===== src/rtl/scan_unload_ctrl.sv =====
// Scan chain swap controller: serialises host load words into the chain head
// while capturing the chain tail into unload words, one word at a time.
module scan_unload_ctrl #(
    parameter int CHAIN_LEN = 64,
    parameter int WORD_W    = 32
) (
    input  logic              clk,
    input  logic              rst,
    input  logic              start_i,
    output logic              busy_o,
    output logic              done_o,
    input  logic [WORD_W-1:0] wdata_i,
    input  logic              wvalid_i,
    output logic              wready_o,
    output logic [WORD_W-1:0] rdata_o,
    output logic              rvalid_o,
    input  logic              rready_i,
    output logic              scan_en_o,
    output logic              scan_in_o,
    input  logic              scan_out_i
);

    localparam int LW = $clog2(CHAIN_LEN + 1);
    localparam int IW = $clog2(WORD_W + 1);

    typedef enum logic [2:0] {
        IDLE  = 3'd0,
        LOAD  = 3'd1,
        SHIFT = 3'd2,
        EMIT  = 3'd3,
        DONE  = 3'd4
    } state_t;

    state_t            state;
    logic [WORD_W-1:0] sreg;       // load bits still waiting to go out
    logic [WORD_W-1:0] cap;        // unload bits captured so far
    logic [WORD_W-1:0] cap_next;
    logic [LW-1:0]     bits_left;  // chain bits not yet shifted in this swap
    logic [IW-1:0]     bit_idx;    // position within the current word
    logic              last_bit;

    // The current shift cycle is the final one of this word, either because the
    // word is full or because the chain runs out (short last word).
    assign last_bit = (bit_idx == IW'(WORD_W - 1)) || (bits_left == LW'(1));

    // Tail sample lands in the capture bit selected by bit_idx.
    genvar gi;
    generate
        for (gi = 0; gi < WORD_W; gi++) begin : g_cap
            assign cap_next[gi] = (bit_idx == IW'(gi)) ? scan_out_i : cap[gi];
        end
    endgenerate

    assign rdata_o = cap;

    // Swap sequencer; every host/chain-facing output is a flop updated with
    // the state transition so nothing glitches toward the scanned design.
    always_ff @(posedge clk or posedge rst) begin
        if (rst) begin
            state     <= IDLE;
            sreg      <= '0;
            cap       <= '0;
            bits_left <= '0;
            bit_idx   <= '0;
            busy_o    <= 1'b0;
            done_o    <= 1'b0;
            wready_o  <= 1'b0;
            rvalid_o  <= 1'b0;
            scan_en_o <= 1'b0;
            scan_in_o <= 1'b0;
        end else begin
            case (state)
                IDLE: begin
                    if (start_i) begin
                        state     <= LOAD;
                        busy_o    <= 1'b1;
                        wready_o  <= 1'b1;
                        bits_left <= LW'(CHAIN_LEN);
                    end
                end
                LOAD: begin
                    if (wvalid_i) begin
                        // scan_in_o carries the head bit; sreg keeps the rest
                        scan_in_o <= wdata_i[0];
                        sreg      <= wdata_i >> 1;
                        cap       <= '0;
                        bit_idx   <= '0;
                        wready_o  <= 1'b0;
                        scan_en_o <= 1'b1;
                        state     <= SHIFT;
                    end
                end
                SHIFT: begin
                    cap       <= cap_next;
                    bit_idx   <= bit_idx + IW'(1);
                    bits_left <= bits_left - LW'(1);
                    scan_in_o <= sreg[0];
                    sreg      <= sreg >> 1;
                    if (last_bit) begin
                        scan_en_o <= 1'b0;
                        scan_in_o <= 1'b0;
                        rvalid_o  <= 1'b1;
                        state     <= EMIT;
                    end
                end
                EMIT: begin
                    if (rready_i) begin
                        rvalid_o <= 1'b0;
                        if (bits_left == '0) begin
                            done_o <= 1'b1;
                            state  <= DONE;
                        end else begin
                            wready_o <= 1'b1;
                            state    <= LOAD;
                        end
                    end
                end
                DONE: begin
                    done_o <= 1'b0;
                    busy_o <= 1'b0;
                    state  <= IDLE;
                end
                default: state <= IDLE;
            endcase
        end
    end

endmodule


===== config.mk =====
export PLATFORM = sky130hd
export DESIGN_NAME = scan_unload_ctrl
export DESIGN_NICKNAME = d
export VERILOG_FILES = /design/src/rtl/scan_unload_ctrl.sv
export SDC_FILE = /design/constraint.sdc
export NUM_CORES = 1
export LEC_CHECK = 0
export ABC_AREA = 1
export CAP_MARGIN = 20
export CELL_PAD_IN_SITES_DETAIL_PLACEMENT = 1
export CELL_PAD_IN_SITES_GLOBAL_PLACEMENT = 1
export CORE_AREA = 8 8 112 114
export CTS_CLUSTER_DIAMETER = 30
export DETAILED_ROUTE_END_ITERATION = 8
export DIE_AREA = 0 0 120 122
export GPL_TIMING_DRIVEN = 0
export PLACE_DENSITY = 0.85
export REMOVE_ABC_BUFFERS = 1
export SLEW_MARGIN = 20
export SYNTH_ARGS = -nofsm -noshare
export SYNTH_HDL_FRONTEND = slang
export SYNTH_SLANG_ARGS = --single-unit

===== constraint.sdc =====
create_clock -name clk -period 4.4 [get_ports clk]
set_input_delay 1.32 -clock clk [delete_from_list [all_inputs] [get_ports clk]]
set_output_delay 1.32 -clock clk [all_outputs]
set_load 0.1 [all_outputs]

**Yosys cells after proc, flatten, opt, wreduce, memory -nomap -nowiden**

Index checks and enable logic that the tools add are counted.
Widths: inputs -> output; s select.

- Word-level logic and storage cells: 232
- Output and inout port bits: 38
- Bits of input ports: 38
- Register bits after elaboration: 86

- Equal/unequal tests: 74
- Add/subtract/negate cells: 2
- Muxes and demuxes: 64
- Reduce and logical (&&, ||, !) cells: 50

Operator list:

| cell | number |
|---|---|
| $pmux 32 s2 | 2 |
| $reduce_and 3->1 | 35 |
| $eq 6x5->1 const B | 16 |
| $ne 2x2->1 const B | 38 |
| $mux 32 | 2 |
| $eq 6x4->1 const B | 8 |
| $mux 1 | 44 |
| $eq 6x3->1 const B | 4 |
| $mux 3 | 5 |
| $pmux 7 s2 | 1 |
| $eq 6x2->1 const B | 2 |
| $pmux 3 s4 | 1 |
| $pmux 6 s2 | 1 |
| $pmux 1 s2 | 5 |
| $reduce_bool 2->1 | 5 |
| $eq 7x1->1 const B | 1 |
| $logic_not 7->1 | 1 |
| $mux 7 | 1 |
| $sub 7x1->7 const B | 1 |
| $add 6x1->6 const B | 1 |
| $eq 3x2->1 const B | 2 |
| $eq 6x1->1 const B | 1 |
| $logic_not 6->1 | 1 |
| $mux 6 | 1 |
| 9 further kinds | 11 |

**Depth between registers and ports, before layout**

Gate-level depths: netlist of run 1.

- Depth in word-level cells: 4
- Mapped depth: 10

**Worst setup path after synthesis of run 1**

No wires, ideal clock.

- Path kind: flip-flop to output port
- Start: register done_o
- End: output port done_o
- Arrival time: 0.898 ns
- Stages on the path, launching flop included: 1
- Path buffers: 0
- Setup slack: 2.182 ns
- Cell sequence: dfrtp_1

RTL lines:

| item | RTL line | source |
|---|---|---|
| start: declaration | 11 | `output logic done_o,` |
| start signal: assignment | 66 | `done_o <= 1'b0;` |
| start signal: assignment | 110 | `done_o <= 1'b1;` |
| start signal: assignment | 119 | `done_o <= 1'b0;` |

No word-level cell between the ends.

**Worst setup path after layout of run 1**

- Start: register cap[29], in the netlist rdata_o[29]
- End: output port rdata_o[29]

RTL lines:

| item | RTL line | source |
|---|---|---|
| start: declaration | 36 | `logic [WORD_W-1:0] cap;` |
| start signal: assignment | 94 | `cap <= cap_next;` |
| end: declaration | 15 | `output logic [WORD_W-1:0] rdata_o,` |

No word-level cell between the ends.

==> results of run 1 <==
## stage by stage
step / setup TNS [ns] / area [um2] / instances
after floorplan: 0 / 3950 / 483
after global placement: -41.52 / 4870 / 698
after detailed placement: 0 / 4900 / 699
after CTS: 0 / 5090 / 715
after global routing: 0 / 5090 / 715
final: 0 / 5090 / 715
## layout make-up
class | count | area [um2] | share of cell area, %
Clock inverter | 4 | 47.5 | 0.933
Inverter | 31 | 124 | 2.43
Clock buffer | 12 | 145 | 2.85
Sequential cell | 85 | 2130 | 41.7
Multi-Input combinational cell | 367 | 1700 | 33.3
Timing Repair Buffer | 76 | 778 | 15.3
Tap cell | 140 | 175 | 3.44
## worst max-delay path by stage
stage | start | endpoint
finish | rdata_o[29]$_DFFE_PP0P_ | rdata_o[29]
global route | rdata_o[12]$_DFFE_PP0P_ | rdata_o[12]
CTS | rdata_o[7]$_DFFE_PP0P_ | rdata_o[7]
detailed placement | scan_out_i | rdata_o[27]$_DFFE_PP0P_
global placement | rst | rdata_o[1]$_DFFE_PP0P_
floorplan | rst | bit_idx[0]$_DFFE_PP0P_
## layer usage
metal | up-vias | wire length (um) | GRT usage [%]
met3 | 13 | 576 | 4.07
met4 | 0 | 159 | 6.25
met1 | 1767 | 5040 | 19.0
li1 | 1785 | - | -
met5 | - | 0 | 0
met2 | 84 | 5660 | 28.2
## worst min-delay path: cells and delay by family (launching register included)
kind | cells | cell delay, ns
flops | 1 | 0.35
simple gates | 2 | 0.11
## logic make-up (layout without fill, tap and decap cells)
kind of cell	after synthesis	after routing	synth area share (%)
AOI/OAI and AO/OA	95	95	12.7
adders and majority gates	7	7	2.13
buffers and inverters	52	123	6.80
DFF	85	85	51.8
muxes	1	1	0.244
and+or+nand+nor	264	264	26.2
## state kept, by name (all words and copies together) (netlist names), 3 cells and up
signal     cells
bit_idx        6
bits_left      7
sreg          31
state          3
rdata_o       32
## where the power goes
| group | internal [uW] | leakage [uW] | switching [uW] |
|---|---|---|---|
| Sequential | 1050 | 0.00107 | 193 |
| Combinational | 488 | 0.00106 | 1330 |
| Clock | 277 | 0.0000964 | 287 |
## placed cells by master, fill, tap and decap left out, drive strengths merged
cell,synthesis,layout
o31ai,1,1
clkinv,0,2
nand3b,1,1
clkbuf,4,12
o21ai,52,52
o22ai,32,32
inv,31,31
nand3,26,26
nor3b,1,1
nand2,132,132
bufinv,0,1
dfrtp,85,85
nand4,2,2
o21ba,1,1
a21oi,9,9
ha,7,7
clkinvlp,0,1
nor2,93,93
mux2i,1,1
nor3,9,9
clkdlybuf4s50,0,75
buf,17,1
==> results.toml, run 1 <==
[timing]
fin_skew_ns = 0.0134
post-route-min-period_ns = 3.22
fmaxAchievable_ghz = 0.310
max_slew_margin_pct = 31.5
holdWs_ns = 0.491
maxSlewViolCount = 0
finalHoldViolCount = 0
rsz0062_at_grt = "false"
setup_viol = 0
tightest_slew_ns = 1.02
min_period_over_period_pct = 73.3
final.setup.worst_slack_ns = 1.18

[floorplanning]
die_y_um = 122
core_mm2 = 0.0107
die_w_um = 120
die-area_mm2 = 0.0146
io_pins = 76
fp-row-count = 38
start_util_pct = 38.4

[run]
cap_violations = 0

[critical_path]
slowest_delay_ns = 1.15
cp-end-kind = "primary output"
cp.depth = 1
crit_type = "flop to primary output"
r2r_cells = 9
cp_num_buf_inv = 1
start_kind = "flop"
crit_fanout = 2
crit_family = "buffers and inverters"
r2r-end = "state[1]$_DFFE_PP0P_"
required_ns = 3.08
timing.reg2reg.setup_slack_ns = 1.86
crit_slowest_cell = "clkdlybuf4s50_1"
r2r-start = "state[2]$_DFFE_PP0P_"
worstPathCellList = "clkdlybuf4s50_1"
arrival_ns = 1.90

[cells_and_area]
drive_gt1_share_pct = 4.52
fillers = 1317
utilization_pct = 47.6
area_delta_synth_final_pct = 24.1
antenna_cells = 0
nets = 615

[synth]
syn-instance-count = 504
synth_ff_type = "dfrtp_1"
synth_common_cells = "nand2_1, nor2_1, dfrtp_1, o21ai_0, o22ai_1"
yosysSeqAreaShare_pct = 51.8
yosysUniqueCellTypes = 29
synth_top_area_cell = "dfrtp_1"
synth.most_common_cell = "nand2_1"
yosysWarnings = 0
synthTopCellsByArea = "dfrtp_1, nand2_1, nor2_1, o22ai_1, o21ai_0"
yosysTopAreaCellShare_pct = 51.8
syn_area_per_cell_um2 = 8.14
ys_ff_latch = 85
synthArstFlopShare_pct = 100
synth_edf_count = 0
synth_area_mm2 = 0.00410

[cts]
tritoncts = "done"
numCtsBuffers = 9
h-tree-depth = 3
cts_root_buf = "clkbuf_8"
insertion_delay_ns = 0.36
post_cts_buffers = 0
cts_hold_buffers = 0
cts.clk_slew.worst_paths_ns = 0.09
post_cts_resized = 0
cts_sinks = 85
clock_path_buffers = 2

[detailed_routing]
routed_wl_mm = 11.4
firstDrtPassIters = 4
wire_per_inst_um = 16.0
viasPerCell = 5.10
remaining_drc_errors = 0
via_count = 3649
first_iter_violations = 135
ant_nets = 0

[power]
leakagePower_uw = 0.00223
p_per_area_mw_per_mm2 = 711
peakVddDrop_uv = 287
finalPower_uw = 3620

[grt]
grt_max_degree = 60
grt_pass1_vias = 4090
grt_pass1_wl_mm = 19.5
antenna_found_initial = 0
overflow = 0
grt_usage_pct = 16.2

[worst_hold_path]
min_delay_path_depth = 2
hold_path.class = "flop to flop"
hp-start = "scan_en_o$_DFFE_PP0P_"
whs_endpoint = "scan_en_o$_DFFE_PP0P_"

[status]
outcome = "finished clean"

[placement]
dp_slack_ns = 1.26
dpl.hpwl_mm = 8.16
gp_congestion = 0.846
io_buffers = 75
(Power assumes the default switching activity.)
==> run 2: changes to the inputs <==
CORE_AREA = 8 8 118 120   (was 8 8 112 114)
DIE_AREA = 0 0 126 128   (was 0 0 120 122)
PLACE_DENSITY = 0.81   (was 0.85)
clock period = 2.9 ns   (was 4.4 ns; I/O delays follow)
==> run 2 against run 1 <==
Register-to-register slack lost 1.5 ns. Die area grew 10%. Non-clock buffer count is the same. Clock power grew 100%. Utilization shrank 5.0 points. First-iteration DRC count grew 32%. Cell count grew 1.4%. Critical path type unchanged. Sequential power grew 50%. Clock skew shrank 0.0072 ns. Sequential cell count is the same. Count of clock-buffer cells in the layout shrank 1. Global-route usage shrank 1.6 points.
==> results.toml, run 2 (synthesis results as in run 1) <==
[detailed_routing]
routed_wl_mm = 11.3
first_iter_violations = 178
firstDrtPassIters = 4
via_count = 3626
ant_nets = 0
wire_per_inst_um = 15.5
viasPerCell = 5.00
remaining_drc_errors = 0

[placement]
io_buffers = 75
dp_slack_ns = 0.183
dpl.hpwl_mm = 7.96
placed_area_mm2 = 0.00491
gp_congestion = 0.841

[timing]
setup_viol = 0
fmaxAchievable_ghz = 0.363
tightest_slew_ns = 1.05
tns_ns = 0
max_slew_margin_pct = 30.1
min_period_over_period_pct = 95.0
finalHoldViolCount = 0
rsz0062_at_grt = "false"
final.setup.worst_slack_ns = 0.145
fin_skew_ns = 0.00615
maxSlewViolCount = 0
post-route-min-period_ns = 2.76

[run]
cap_violations = 0

[critical_path]
cp-end-kind = "primary output"
required_ns = 2.03
worstPathCellList = "clkdlybuf4s50_1"
crit_slowest_cell = "clkdlybuf4s50_1"
crit_family = "buffers and inverters"
slowest_delay_ns = 1.16
crit_fanout = 2
cp_num_buf_inv = 1
start_kind = "flop"
arrival_ns = 1.89
crit_type = "flop to primary output"

[cts]
numCtsBuffers = 9
post_cts_resized = 0
cts.clk_slew.worst_paths_ns = 0.06
tritoncts = "done"
cts_sinks = 85
cts_root_buf = "clkbuf_16"
clock_path_buffers = 2
h-tree-depth = 3
cts_hold_buffers = 0
post_cts_buffers = 0
insertion_delay_ns = 0.34

[worst_hold_path]
hold_path.class = "flop to flop"

[power]
leakagePower_uw = 0.00228
pwr-share-comb_pct = 47.5
p_per_area_mw_per_mm2 = 1110
finalPower_uw = 5790
power_frac_clock_pct = 19.9
peakVddDrop_uv = 534
switchingPower_uw = 2760
swShare_pct = 47.7
seqPwrFrac_pct = 32.6
intPower_uw = 3030

[cells_and_area]
antenna_cells = 0
layout_common_cells = "nand2_1, nor2_1, dfrtp_1, clkdlybuf4s50_1, o21ai_0"
drive_gt1_share_pct = 4.70
nets = 615
largest_register_ffs = 32
area_delta_synth_final_pct = 26.9
final_common_cell = "nand2_1"
utilization_pct = 42.7
finalInstanceArea_mm2 = 0.00521

[grt]
overflow = 0
grt_pass1_wl_mm = 19.4
grt_max_degree = 56
grt_usage_pct = 14.6
antenna_found_initial = 0
grt_pass1_vias = 4041

[floorplanning]
die_w_um = 126
die_y_um = 128
fp-row-count = 41
die-area_mm2 = 0.0161
io_pins = 76
core_mm2 = 0.0122
start_util_pct = 33.6

[status]
outcome = "finished clean"
-- run 2: changes by cell type in the layout (fill, tap and decap cells not counted), sizes merged --
cell,before,now
clkinv,2,4
clkbuf,12,11
clkinvlp,1,0
-- run 2: final cells by class --
class | count | area (um2)
Multi-Input combinational cell | 367 | 1700
Inverter | 31 | 124
Clock buffer | 11 | 243
Fill cell | 1489 | 7000
Tap cell | 150 | 188
Clock inverter | 5 | 50.0
Timing Repair Buffer | 76 | 778
Sequential cell | 85 | 2130
-- run 2: routing by layer --
layer / track usage [%] / wire, um
met1: 17.1 / 4940
met2: 25.6 / 5640
met3: 3.87 / 548
met4: 4.88 / 142
met5: 0 / 0
-- run 2: per-stage QoR --
| stage | instances | hold WS [ns] |
|---|---|---|
| floorplan | 483 | 0.442 |
| global placement | 708 | 0.462 |
| detailed placement | 709 | 0.472 |
| CTS | 725 | 0.485 |
| global route | 725 | 0.509 |
| finish | 725 | 0.476 |
-- run 2: worst register-to-register path, stage by stage, from the launching register on --
cell and delay [ns]:
dfrtp_1 0.42, inv_2 0.14, nand3_4 0.52, inv_1 0.78, nand2_1 0.21, nor2_1 0.21
nor2_1 0.08, nand2_1 0.07, nand2_1 0.05
-- run 2: worst paths after layout --
path,slack (ns),depth (start not counted),startpoint,endpoint
hold / removal,0.48,2,wready_o$_DFFE_PP0P_,wready_o$_DFFE_PP0P_
max in group asynchronous,1.33,3,rst,rdata_o[3]$_DFFE_PP0P_
hold reg to reg,0.48,2,wready_o$_DFFE_PP0P_,wready_o$_DFFE_PP0P_
setup / recovery,0.14,1,rdata_o[12]$_DFFE_PP0P_,rdata_o[12]
setup reg to reg,0.32,8,state[2]$_DFFE_PP0P_,state[0]$_DFFE_PP0P_
min in group asynchronous,0.95,2,rst,done_o$_DFFE_PP0P_
-- run 2: power groups by stage --
stage                     logic (uW)  clock network [uW]  registers [uW]
after floorplan                 1320                   0            2570
after global placement          2670                   0            1880
after detailed placement        2770                   0            1900
after CTS                       2790                1180            1890
after global routing            3040                1220            1940
final                           2750                1150            1880
==> run 3: changes to the inputs <==
GPL_ROUTABILITY_DRIVEN = 0   (was unset)
SLEW_MARGIN = unset   (was 20)
==> results of run 3 <==
The final DEF is identical to that of run 2; final timing and power are the same.
